<file path="config.mk">
export PLATFORM = sky130hd
export DESIGN_NAME = ifu_fetch_ctrl
export DESIGN_NICKNAME = d
export VERILOG_FILES = /design/src/rtl/ifu_fetch_ctrl_pkg.sv /design/src/rtl/ifu_fetch_ctrl_redirect_buf.sv /design/src/rtl/ifu_fetch_ctrl.sv
export SDC_FILE = /design/constraint.sdc
export NUM_CORES = 1
export LEC_CHECK = 0
export ABC_CLOCK_PERIOD_IN_PS = 9970
export CAP_MARGIN = 20
export CORE_ASPECT_RATIO = 0.8
export CORE_MARGIN = 5
export CORE_UTILIZATION = 40
export DETAILED_ROUTE_END_ITERATION = 10
export DONT_BUFFER_PORTS = 1
export GPL_TIMING_DRIVEN = 0
export HOLD_SLACK_MARGIN = 0.1
export PLACE_DENSITY = 0.51
export SLEW_MARGIN = 10
export SYNTH_ARGS = -nofsm -noshare
export SYNTH_HDL_FRONTEND = slang
export SYNTH_SLANG_ARGS = --single-unit
export TNS_END_PERCENT = 5
</file>
<file path="constraint.sdc">
create_clock -name clk -period 9.97 [get_ports clk]
set_input_delay 0.997 -clock clk [delete_from_list [all_inputs] [get_ports clk]]
set_output_delay 0.997 -clock clk [all_outputs]
set_load 0.05 [all_outputs]
</file>
<file path="src/rtl/ifu_fetch_ctrl_pkg.sv">
// Shared definitions for the instruction-fetch sequencer: FSM state encodings,
// default reset PC and the sequential fetch-PC increment.
package ifu_fetch_ctrl_pkg;

  typedef enum logic [1:0] {
    FETCH_IDLE   = 2'd0,
    FETCH_REQ    = 2'd1,
    FETCH_WAIT   = 2'd2,
    FETCH_CANCEL = 2'd3
  } fetch_state_e;

  localparam logic [31:0] IFU_RESET_PC = 32'hBFC0_0000;

  // An 8-byte aligned PC fetches two words; an odd-word PC only reaches the
  // end of the 8-byte group, so it advances by one word. Wraps modulo 2^32.
  function automatic logic [31:0] next_fetch_pc(input logic [31:0] cur_pc);
    return cur_pc + (cur_pc[2] ? 32'd4 : 32'd8);
  endfunction

endpackage

</file>
<file path="src/rtl/ifu_fetch_ctrl_redirect_buf.sv">
// Holding register for a redirect that arrives while a bus address is still
// un-acknowledged; a later redirect overwrites an earlier one.
module ifu_redirect_buf (
  input  logic        clk,
  input  logic        rst,
  input  logic        set,
  input  logic [31:0] set_pc,
  input  logic        clr,
  output logic        pend_vld,
  output logic [31:0] pend_pc
);

  always_ff @(posedge clk or posedge rst) begin
    if (rst) begin
      pend_vld <= 1'b0;
      pend_pc  <= '0;
    end else if (set) begin
      pend_vld <= 1'b1;
      pend_pc  <= set_pc;
    end else if (clr) begin
      pend_vld <= 1'b0;
    end
  end

endmodule

</file>
<file path="src/rtl/ifu_fetch_ctrl.sv">
// Instruction-fetch sequencer: one outstanding SRAM-like request, 1-2 words per
// fetch group, redirects absorbed anywhere. Optional counters: IFU_FETCH_PERF_EN.
module ifu_fetch_ctrl
  import ifu_fetch_ctrl_pkg::*;
#(
  parameter logic [31:0] RESET_PC = IFU_RESET_PC
) (
  input  logic        clk,
  input  logic        rst,
  input  logic        redirect_ena,
  input  logic [31:0] redirect_pc,
  input  logic        ifq_ready,
  output logic        inst_req,
  output logic [31:0] inst_addr,
  input  logic        inst_addr_ok,
  input  logic        inst_data_ok,
  input  logic [31:0] inst_rdata_1,
  input  logic [31:0] inst_rdata_2,
  output logic [31:0] pc,
  output logic        fetch_valid,
  output logic [31:0] fetch_pc,
  output logic [31:0] fetch_inst_1,
  output logic [31:0] fetch_inst_2,
  output logic        fetch_inst_2_valid
`ifdef IFU_FETCH_PERF_EN
  ,
  output logic [31:0] perf_fetch_cnt,
  output logic [31:0] perf_cancel_cnt
`endif
);

  fetch_state_e state, state_nxt;
  logic [31:0]  pc_q, pc_nxt;
  logic         capture, drop, pend_set, pend_clr;
  logic         pend_vld;
  logic [31:0]  pend_pc;

  logic         vld_p1;
  logic [31:0]  fetch_pc_p1, inst_1_p1, inst_2_p1;
  logic         inst_2_vld_p1;

  ifu_redirect_buf u_redirect_buf (
    .clk      (clk),
    .rst      (rst),
    .set      (pend_set),
    .set_pc   (redirect_pc),
    .clr      (pend_clr),
    .pend_vld (pend_vld),
    .pend_pc  (pend_pc)
  );

  always_ff @(posedge clk or posedge rst) begin
    if (rst) state <= FETCH_IDLE;
    else     state <= state_nxt;
  end

  always_comb begin
    state_nxt = state;
    pc_nxt    = pc_q;
    inst_req  = 1'b0;
    capture   = 1'b0;
    drop      = 1'b0;
    pend_set  = 1'b0;
    pend_clr  = 1'b0;
    case (state)
      FETCH_IDLE: begin
        if (redirect_ena) pc_nxt = redirect_pc;
        if (ifq_ready)    state_nxt = FETCH_REQ;
      end
      FETCH_REQ: begin
        inst_req = 1'b1;
        if (inst_addr_ok) begin
          pend_clr = 1'b1;
          // A redirect in the accept cycle is newer than anything buffered.
          if (redirect_ena) begin
            pc_nxt    = redirect_pc;
            state_nxt = FETCH_CANCEL;
          end else if (pend_vld) begin
            pc_nxt    = pend_pc;
            state_nxt = FETCH_CANCEL;
          end else begin
            state_nxt = FETCH_WAIT;
          end
        end else if (redirect_ena) begin
          pend_set = 1'b1;
        end
      end
      FETCH_WAIT: begin
        if (redirect_ena) begin
          pc_nxt = redirect_pc;
          if (inst_data_ok) begin
            drop      = 1'b1;
            state_nxt = ifq_ready ? FETCH_REQ : FETCH_IDLE;
          end else begin
            state_nxt = FETCH_CANCEL;
          end
        end else if (inst_data_ok) begin
          capture   = 1'b1;
          pc_nxt    = next_fetch_pc(pc_q);
          state_nxt = ifq_ready ? FETCH_REQ : FETCH_IDLE;
        end
      end
      FETCH_CANCEL: begin
        if (redirect_ena) pc_nxt = redirect_pc;
        if (inst_data_ok) begin
          drop      = 1'b1;
          state_nxt = ifq_ready ? FETCH_REQ : FETCH_IDLE;
        end
      end
      default: state_nxt = FETCH_IDLE;
    endcase
  end

  // p1: registered fetch group, valid for the cycle after the accepted data_ok
  always_ff @(posedge clk or posedge rst) begin
    if (rst) begin
      pc_q          <= RESET_PC;
      vld_p1        <= 1'b0;
      fetch_pc_p1   <= '0;
      inst_1_p1     <= '0;
      inst_2_p1     <= '0;
      inst_2_vld_p1 <= 1'b0;
    end else begin
      pc_q   <= pc_nxt;
      vld_p1 <= capture;
      if (capture) begin
        fetch_pc_p1   <= pc_q;
        inst_1_p1     <= inst_rdata_1;
        inst_2_p1     <= inst_rdata_2;
        inst_2_vld_p1 <= ~pc_q[2];
      end
    end
  end

  assign inst_addr          = pc_q;
  assign pc                 = pc_q;
  assign fetch_valid        = vld_p1;
  assign fetch_pc           = fetch_pc_p1;
  assign fetch_inst_1       = inst_1_p1;
  assign fetch_inst_2       = inst_2_p1;
  assign fetch_inst_2_valid = inst_2_vld_p1;

`ifdef IFU_FETCH_PERF_EN
  function automatic logic [31:0] sat_inc32(input logic [31:0] v);
    return (v == 32'hFFFF_FFFF) ? v : v + 32'd1;
  endfunction

  always_ff @(posedge clk or posedge rst) begin
    if (rst) begin
      perf_fetch_cnt  <= '0;
      perf_cancel_cnt <= '0;
    end else begin
      if (capture) perf_fetch_cnt  <= sat_inc32(perf_fetch_cnt);
      if (drop)    perf_cancel_cnt <= sat_inc32(perf_cancel_cnt);
    end
  end
`endif

endmodule
</file>
==> results of run 1 <==
[per-stage QoR]
| step | utilization [%] | cells | cell area [µm²] | hold slack, ns |
|---|---|---|---|---|
| 2_1_floorplan | - | 734 | 8050 | 0.471 |
| 3_3_place_gp | 42.3 | 998 | 8380 | 0.485 |
| 3_5_place_dp | 42.5 | 999 | 8410 | 0.489 |
| 4_1_cts | 45.3 | 1031 | 8960 | 0.496 |
| 5_1_grt | 45.3 | 1031 | 8960 | 0.507 |
| 6_report | 45.3 | 1031 | 8960 | 0.473 |
[final cells by class]
cell class              count  area share, %
multi-input cells         479           37.6
clock buffers              18           4.79
plain buffers              79           5.53
repair buffers              1          0.307
inverters                  11          0.544
clock inverters            14           1.34
well taps                 264           3.69
flip-flops and latches    165           46.2
[cell usage in the layout (no fill, tap or decap), drive strengths merged, types with 3 or more instances in the layout]
cell      count
dfrtp       156
nand2       106
mux2        104
buf          58
o21ai        43
clkbuf       39
nor2         35
a21oi        25
mux2i        23
nand3        20
a31oi        18
inv          16
dfstp         9
a31o          8
a22o          7
o31ai         7
ha            7
and3          6
nor4          5
clkinv        5
a32o          4
nor3          4
clkinvlp      4
and4          4
a21o          4
nor2b         3
a211oi        3
a221oi        3
a41oi         3
o2bb2ai       3
and2          3
nand4         3
[flip-flops by register name, summed over array words and instances, names as in the netlist]
name                     count
fetch_valid                  1
u_redirect_buf.pend_pc      32
fetch_inst_2                32
fetch_inst_2_valid           1
u_redirect_buf.pend_vld      1
fetch_inst_1                32
state                        2
fetch_pc                    32
inst_addr                   32
[final timing paths]
path	from	to	depth (start not counted)
hold / removal	rst	fetch_inst_1[2]	1
setup reg to reg	state[1]	inst_addr[2]	8
min in group clk	u_redirect_buf.pend_pc[7]	u_redirect_buf.pend_pc[7]	1
setup / recovery	state[1]	inst_addr[2]	8
hold reg to reg	u_redirect_buf.pend_pc[7]	u_redirect_buf.pend_pc[7]	1
max in group asynchronous	rst	inst_addr[31]	2
[cells in the mapped netlist (3+ instances only)]
cell         n  area [µm²]
a211oi_1     3        22.5
a21o_1       3        22.5
a21oi_1     25         125
a221oi_1     3        26.3
a22o_1       7        61.3
a31o_2       8        70.1
a31oi_1     18         113
a32o_1       4        40.0
a41oi_1      3        26.3
and3_2       4        30.0
and4_1       3        26.3
buf_2       18        90.1
buf_4       32         240
buf_6        5        56.3
clkbuf_1    20        75.1
dfrtp_1    156        3900
dfstp_2      9         236
ha_1         7        87.6
inv_1       11        41.3
mux2_2     104        1170
mux2i_1     23         230
nand2_1    106         398
nand3_1     20         100
nor2_1      34         128
nor2b_1      3        18.8
nor3_1       4        20.0
nor4_1       5        31.3
o21ai_0     43         215
o2bb2ai_1    3        26.3
o31ai_1      7        52.6
[worst max-delay path: stages, from the launching register on]
cell and delay [ns]:
dfrtp_1 0.41, inv_1 0.11, ha_1 0.44, inv_1 0.18
clkbuf_1 0.42, clkbuf_1 0.48, nor2_1 0.10, a31oi_1 0.45
o21ai_0 0.16
[cell families after synthesis]
logic type,count (synthesis)
and+or+nand+nor,199
DFF,165
AOI/OAI and AO/OA,143
muxes,127
buffers and inverters,90
adders and majority gates,7
xor gates and xnor gates,3
[layer usage]
metal  share of wire [%]  vias up  wire (µm)  track usage (%)
met5                   0        -          0                0
met4                 1.0        0        242             3.88
met3                  11       19       2530             8.49
met2                  45      280      10800             30.5
met1                  44     2902      10500             27.5
li1                    -     2637          -                -
==> results.tsv, run 1 <==
metric	value	unit
cp-start-kind	flop	
arrival	3.18	ns
grt_pass1_wl	35.3	mm
required	10.25	ns
dieArea	0.0231	mm²
final_nets	863	
cts_tree	yes	
path_class	flop to flop	
synth_area_per_cell	11.0	µm²
design.core.area	0.0198	mm²
via_per_inst	5.66	
post_cts_resize_count	0	
cts.clk_slew.worst_paths	0.07	ns
rsz0062_at_grt	no	
muxShareOfSynthArea	17.4	%
pin_count	265	
clock_latency	0.43	ns
synthAdderAreaFrac	1.09	%
areaGrowthSynthToFinish	11.4	%
hold_viol	0	
relSlewSlack	44.3	%
synth_top_family_by_area	multiplexers	
grt_pass1_vias	5668	
synth_ff_type	dfrtp_1	
cts_buffers	17	
synth_cell_type_count	61	
drive_gt1_share	29.5	%
path_max_fanout	10	
worstSetupEndpointType	flop	
antenna_found_initial	0	
ctsHoldBuffers	0	
max_freq	344	MHz
yosys_warnings	0	
regArea	0.00414	mm²
grt_usage	20.2	%
rows	46	
dp_hpwl	17.9	mm
drtIter0Drc	434	
drc_errors	0	
clockBufferDepth	2	
vias	5838	
hp-class	input port to asynchronous set/reset pin	
pre_cts_ws	7.02	ns
async_flop_share	100	%
regToRegSetupSlack	7.07	ns
synth_edf_count	0	
maxCapViolations	0	
grt_start_max_net_pins	89	
slew_violations	0	
n_antenna_cell	0	
wirelength	24.0	mm
fin_worst_skew	0.0130	ns
die_y	137	µm
yosys.area_share.simple	11.4	%
grt-ovfl-total	0	
fillCellCount	1856	
root_buffer	clkbuf_16	
setup_violations	0	
postCtsSetupBuffers	0	
die_w	169	µm
clock_sinks	165	
syn_inst	734	
io_buffers	0	
fin_tns_setup	0	ns
synthXorXnorAreaFrac	0.326	%
period_minus_slack	2.90	ns
routabilityCongestion	0.863	
syn_nets	843	
finalCritPeriodShare	29.1	%
netlist_area	0.00805	mm²
status	finished clean	
seq_area_frac_synth	51.4	%
postRouteAntennaNets	0	
synth-seq-cells	165	
multi_input_area	0.00337	mm²
dr.pass1.iters	5	
wl_per_cell	23.3	µm
synth_compound_gate_area_share	11.7	%
htreeDepth	4	
start_util	40.7	%
worst_slew_pin_slew	0.835	ns
finalWorstSetupSlack	7.07	ns
Power of run 1 is not shown: default switching activity piles up to over one toggle a cycle in this logic, so the estimate is an artifact.
==> inputs of run 2 (changes only) <==
- ABC_CLOCK_PERIOD_IN_PS: 9970 -> 3000
- clock period: 9.97 -> 3 ns (I/O delays scaled with it)
==> results.tsv, run 2 (same netlist as run 1, synthesis figures left out) <==
metric	value	unit	change
status	finished clean		
timing.rr.start	state[1]		
maxCapViolations	0		unchanged
pin_count	265		unchanged
grt_pass1_vias	6424		+13%
via_per_inst	5.55		-1.9%
final_nets	965		+12%
cts.clk_slew.worst_paths	0.07	ns	about the same
hold_start	redirect_pc[12]		
timing.rr.end	inst_addr[24]		
clock_sinks	165		unchanged
max_freq	358	MHz	+4.1%
cp-start-kind	flop		
drive_gt1_share	26.6	%	-2.9 points
n_antenna_cell	0		unchanged
pre_cts_ws	0.203	ns	-6.82 ns
die_w	169	µm	unchanged
cts_buffers	17		unchanged
crit_buf_inv	4		unchanged
cpMaxStageDelayCell	ha_1		
cp_slowest_stage_delay	0.62	ns	+0.14 ns
hold_viol	0		unchanged
wl_per_cell	22.6	µm	-3.0%
slew_violations	0		unchanged
finalCritPeriodShare	93.0	%	+64 points
drc_errors	0		unchanged
path_class	flop to flop		
path_common_cell	inv_1		
clockBufferDepth	2		unchanged
period_minus_slack	2.79	ns	-0.115 ns
postCtsSetupBuffers	0		unchanged
fin_tns_setup	0	ns	unchanged
mostFrequentLayoutCells	dfrtp_1 (156), nand2_1 (106), mux2_2 (104)		
grt_pass1_wl	38.9	mm	+10%
root_buffer	clkbuf_16		
grt-ovfl-total	0		unchanged
clock_latency	0.43	ns	about the same
postRouteAntennaNets	0		unchanged
design.core.area	0.0198	mm²	unchanged
antenna_found_initial	0		unchanged
setup_violations	0		unchanged
grt_usage	21.9	%	+1.7 points
path_max_fanout	10		unchanged
grt_start_max_net_pins	35		-61%
cts_tree	yes		
drtIter0Drc	510		+18%
regToRegSetupSlack	0.21	ns	-6.86 ns
relSlewSlack	47.8	%	+3.5 points
rsz0062_at_grt	no		
finalWorstSetupSlack	0.210	ns	-6.86 ns
die_y	137	µm	unchanged
routabilityCongestion	0.853		-1.1%
reg2reg_depth	8		unchanged
dr.pass1.iters	5		unchanged
io_buffers	0		unchanged
required	3.35	ns	-6.90 ns
wirelength	25.6	mm	+6.5%
worstSetupEndpointType	flop		
arrival	3.14	ns	-0.04 ns
hold_path_end	inst_addr[12]		
rows	46		unchanged
crit_chain	inv_1 > ha_1 > inv_1 > clkbuf_1 > clkbuf_2 > a31oi_1 > o41ai_1 > a22o_1		
fin_worst_skew	0.00935	ns	-0.00370 ns
layoutNonFillerInstCount	1133		+9.9%
crit_family	buffers and inverters		
final_common_cell	dfrtp_1		
dieArea	0.0231	mm²	unchanged
dp_cells	1003		+0.40%
vias	6292		+7.8%
start_util	40.7	%	unchanged
areaGrowthSynthToFinish	24.6	%	
hp-class	input port to flop		
crit_path_start	state[1]		
htreeDepth	4		unchanged
worst_slew_pin_slew	0.783	ns	-0.0528 ns
hold_path_depth	2		
dp_hpwl	18.5	mm	+3.3%
## run 2: cell count changes in the layout (fill, tap and decap cells not counted)
cell | previous run | this run
dlygate4sd3_1 | 0 | 98
clkbuf_1 | 21 | 20
buf_12 | 0 | 4
clkinv_4 | 5 | 1
inv_6 | 4 | 5
clkbuf_8 | 1 | 2
clkbuf_2 | 0 | 1
clkinvlp_4 | 4 | 6
## run 2: how the worst max path moves through the flow
stage | endpoint | cells after the start
after floorplan | fetch_inst_1[0] | 1
after global placement | fetch_inst_2[0] | 1
after detailed placement | inst_addr[2] | 8
after CTS | inst_addr[2] | 8
after global routing | fetch_pc[15] | 10
final | inst_addr[24] | 8
## run 2: area by class of cell
type | count | area, µm²
Clock inverter | 13 | 113
Clock buffer | 19 | 443
Tap cell | 264 | 330
Buffer | 79 | 497
Sequential cell | 165 | 4140
Inverter | 11 | 45.0
Fill cell | 1781 | 9770
Timing Repair Buffer | 103 | 1090
Multi-Input combinational cell | 479 | 3370
## run 2: timing repair
action | CTS | global route
hold buffers | 98 | 0
gates resized for setup | 0 | 2
endpoints found under the hold margin | 129 | 0
setup endpoints to repair | 0 | 1
## run 2: metrics by stage
step                      hold WS, ns  area, µm²  util, %
after floorplan                 0.390       8050        -
after global placement          0.394       8380     42.3
after detailed placement        0.280       8490     42.9
after CTS                       0.103      10000     50.6
after global routing            0.127      10000     50.7
final                           0.121      10000     50.7
## run 2: routing by layer
layer | wire [µm] | part of all wire [%] | vias up | track usage, %
met5 | 0 | 0 | - | 0
met1 | 11000 | 43 | 3156 | 30.0
met2 | 11900 | 47 | 275 | 34.4
met4 | 278 | 1.1 | 0 | 4.96
met3 | 2350 | 9.2 | 28 | 6.81
li1 | - | - | 2833 | -
## run 2: worst register-to-register path: stages, from the launching register on
cell and delay, ns:
dfrtp_1 0.42, inv_1 0.14, ha_1 0.62, inv_1 0.18, clkbuf_1 0.29, clkbuf_2 0.30
a31oi_1 0.38, o41ai_1 0.18, a22o_1 0.21
Power of run 2 is left out for the same reason.
==> inputs of run 3 (changes only) <==
- CORE_MARGIN: 5 -> 2
==> results.tsv, run 3 (same netlist as run 1, synthesis figures left out) <==
metric	value	unit	change
status	finished clean		
grt_start_max_net_pins	39		+11%
arrival	3.20	ns	+0.06 ns
cts.clk_slew.worst_paths	0.07	ns	about the same
routabilityCongestion	0.848		-0.60%
dr.pass1.iters	5		unchanged
root_buffer	clkbuf_16		
cts_tree	yes		
finalCritPeriodShare	94.9	%	+1.9 points
clockBufferDepth	2		unchanged
finalWorstSetupSlack	0.152	ns	-0.0582 ns
cts_buffers	17		unchanged
cp_slowest_stage_delay	0.63	ns	about the same
path_common_cell	inv_1		
path_class	flop to flop		
htreeDepth	4		unchanged
start_util	40.7	%	unchanged
cpMaxStageDelayCell	ha_1		
relSlewSlack	46.0	%	-1.8 points
wl_per_cell	22.1	µm	-2.4%
crit_cells	8		unchanged
grt_pass1_wl	37.5	mm	-3.4%
dp_hpwl	17.9	mm	-3.3%
crit_buf_inv	4		unchanged
crit_chain	inv_1 > ha_1 > inv_1 > clkbuf_1 > clkbuf_2 > o21ai_0 > a21oi_1 > o2bb2ai_1		
postRouteAntennaNets	0		unchanged
regToRegSetupSlack	0.15	ns	-0.06 ns
hold_viol	0		unchanged
grt-ovfl-total	0		unchanged
vias	6202		-1.4%
cp-start-kind	flop		
die_y	131	µm	-4.4%
final_common_cell	dfrtp_1		
final_nets	965		unchanged
wirelength	25.0	mm	-2.4%
design.core.area	0.0198	mm²	unchanged
drtIter0Drc	359		-30%
pre_cts_ws	0.228	ns	+0.0248 ns
maxCapViolations	0		unchanged
worstSetupEndpointType	flop		
clock_latency	0.42	ns	about the same
drc_errors	0		unchanged
die_w	163	µm	-3.6%
hold_path_depth	2		unchanged
slew_violations	0		unchanged
grt_usage	23.4	%	+1.5 points
path_max_fanout	10		unchanged
mostFrequentLayoutCells	dfrtp_1 (156), nand2_1 (106), mux2_2 (104)		
areaGrowthSynthToFinish	24.7	%	
required	3.35	ns	about the same
final_core_util	50.7	%	+0.057 points
drive_gt1_share	26.7	%	+0.12 points
via_per_inst	5.47		-1.4%
rows	46		unchanged
max_freq	351	MHz	-2.0%
fin_tns_setup	0	ns	unchanged
dieArea	0.0213	mm²	-7.8%
setup_violations	0		unchanged
worst_slew_pin_slew	0.810	ns	+0.0271 ns
clock_sinks	165		unchanged
period_minus_slack	2.85	ns	+0.0583 ns
pin_count	265		unchanged
postCtsSetupBuffers	0		unchanged
fin_worst_skew	0.0116	ns	+0.00226 ns
io_buffers	0		unchanged
crit_family	buffers and inverters		
rsz0062_at_grt	no		
grt_pass1_vias	6428		+0.062%
reg2reg_depth	8		unchanged
n_antenna_cell	0		unchanged
antenna_found_initial	0		unchanged
hp-class	input port to flop		
## run 3: worst reg2reg max path, cell delays in order, from the launching register on
cell and delay, ns:
dfrtp_1 0.42, inv_1 0.14, ha_1 0.63, inv_1 0.17, clkbuf_1 0.29, clkbuf_2 0.30
o21ai_0 0.56, a21oi_1 0.09, o2bb2ai_1 0.17
## run 3: through the flow
stage          cells  cell area [µm²]  hold WS [ns]
6_report        1133            10000         0.120
5_1_grt         1133            10000         0.135
3_3_place_gp     998             8380         0.394
2_1_floorplan    734             8050         0.390
4_1_cts         1133            10000         0.106
3_5_place_dp    1003             8490         0.235
## run 3: cell type report
| type | instances | area, µm² |
|---|---|---|
| clock inverter | 13 | 114 |
| timing repair buffer | 103 | 1090 |
| sequential | 165 | 4140 |
| multi-input combinational | 479 | 3370 |
| clock buffer | 19 | 453 |
| inverter | 11 | 45.0 |
| buffer | 79 | 497 |
| fill | 1769 | 9760 |
| tap | 264 | 330 |
## run 3: routing by layer
layer  share of wire (%)  vias to the layer above  track usage (%)
met5                   0                        -                0
met1                  45                     3095             32.2
met4                 1.0                        0             5.47
met2                  46                      259             36.6
li1                    -                     2830                -
met3                 8.0                       18             6.98
## run 3: worst paths after layout
kind | start | to
max | state[1] | inst_addr[27]
min | redirect_pc[12] | inst_addr[12]
max reg2reg | state[1] | inst_addr[27]
min reg2reg | u_redirect_buf.pend_pc[27] | u_redirect_buf.pend_pc[27]
max in group asynchronous | rst | inst_addr[27]
min in group asynchronous | rst | fetch_inst_2[15]
## run 3: repair_timing
| item | in CTS | in global routing |
|---|---|---|
| setup endpoints to repair | 0 | 2 |
| resized for setup | 0 | 2 |
| endpoints found under the hold margin | 125 | 0 |
| hold buffers | 98 | 0 |
Power of run 3 is left out for the same reason.
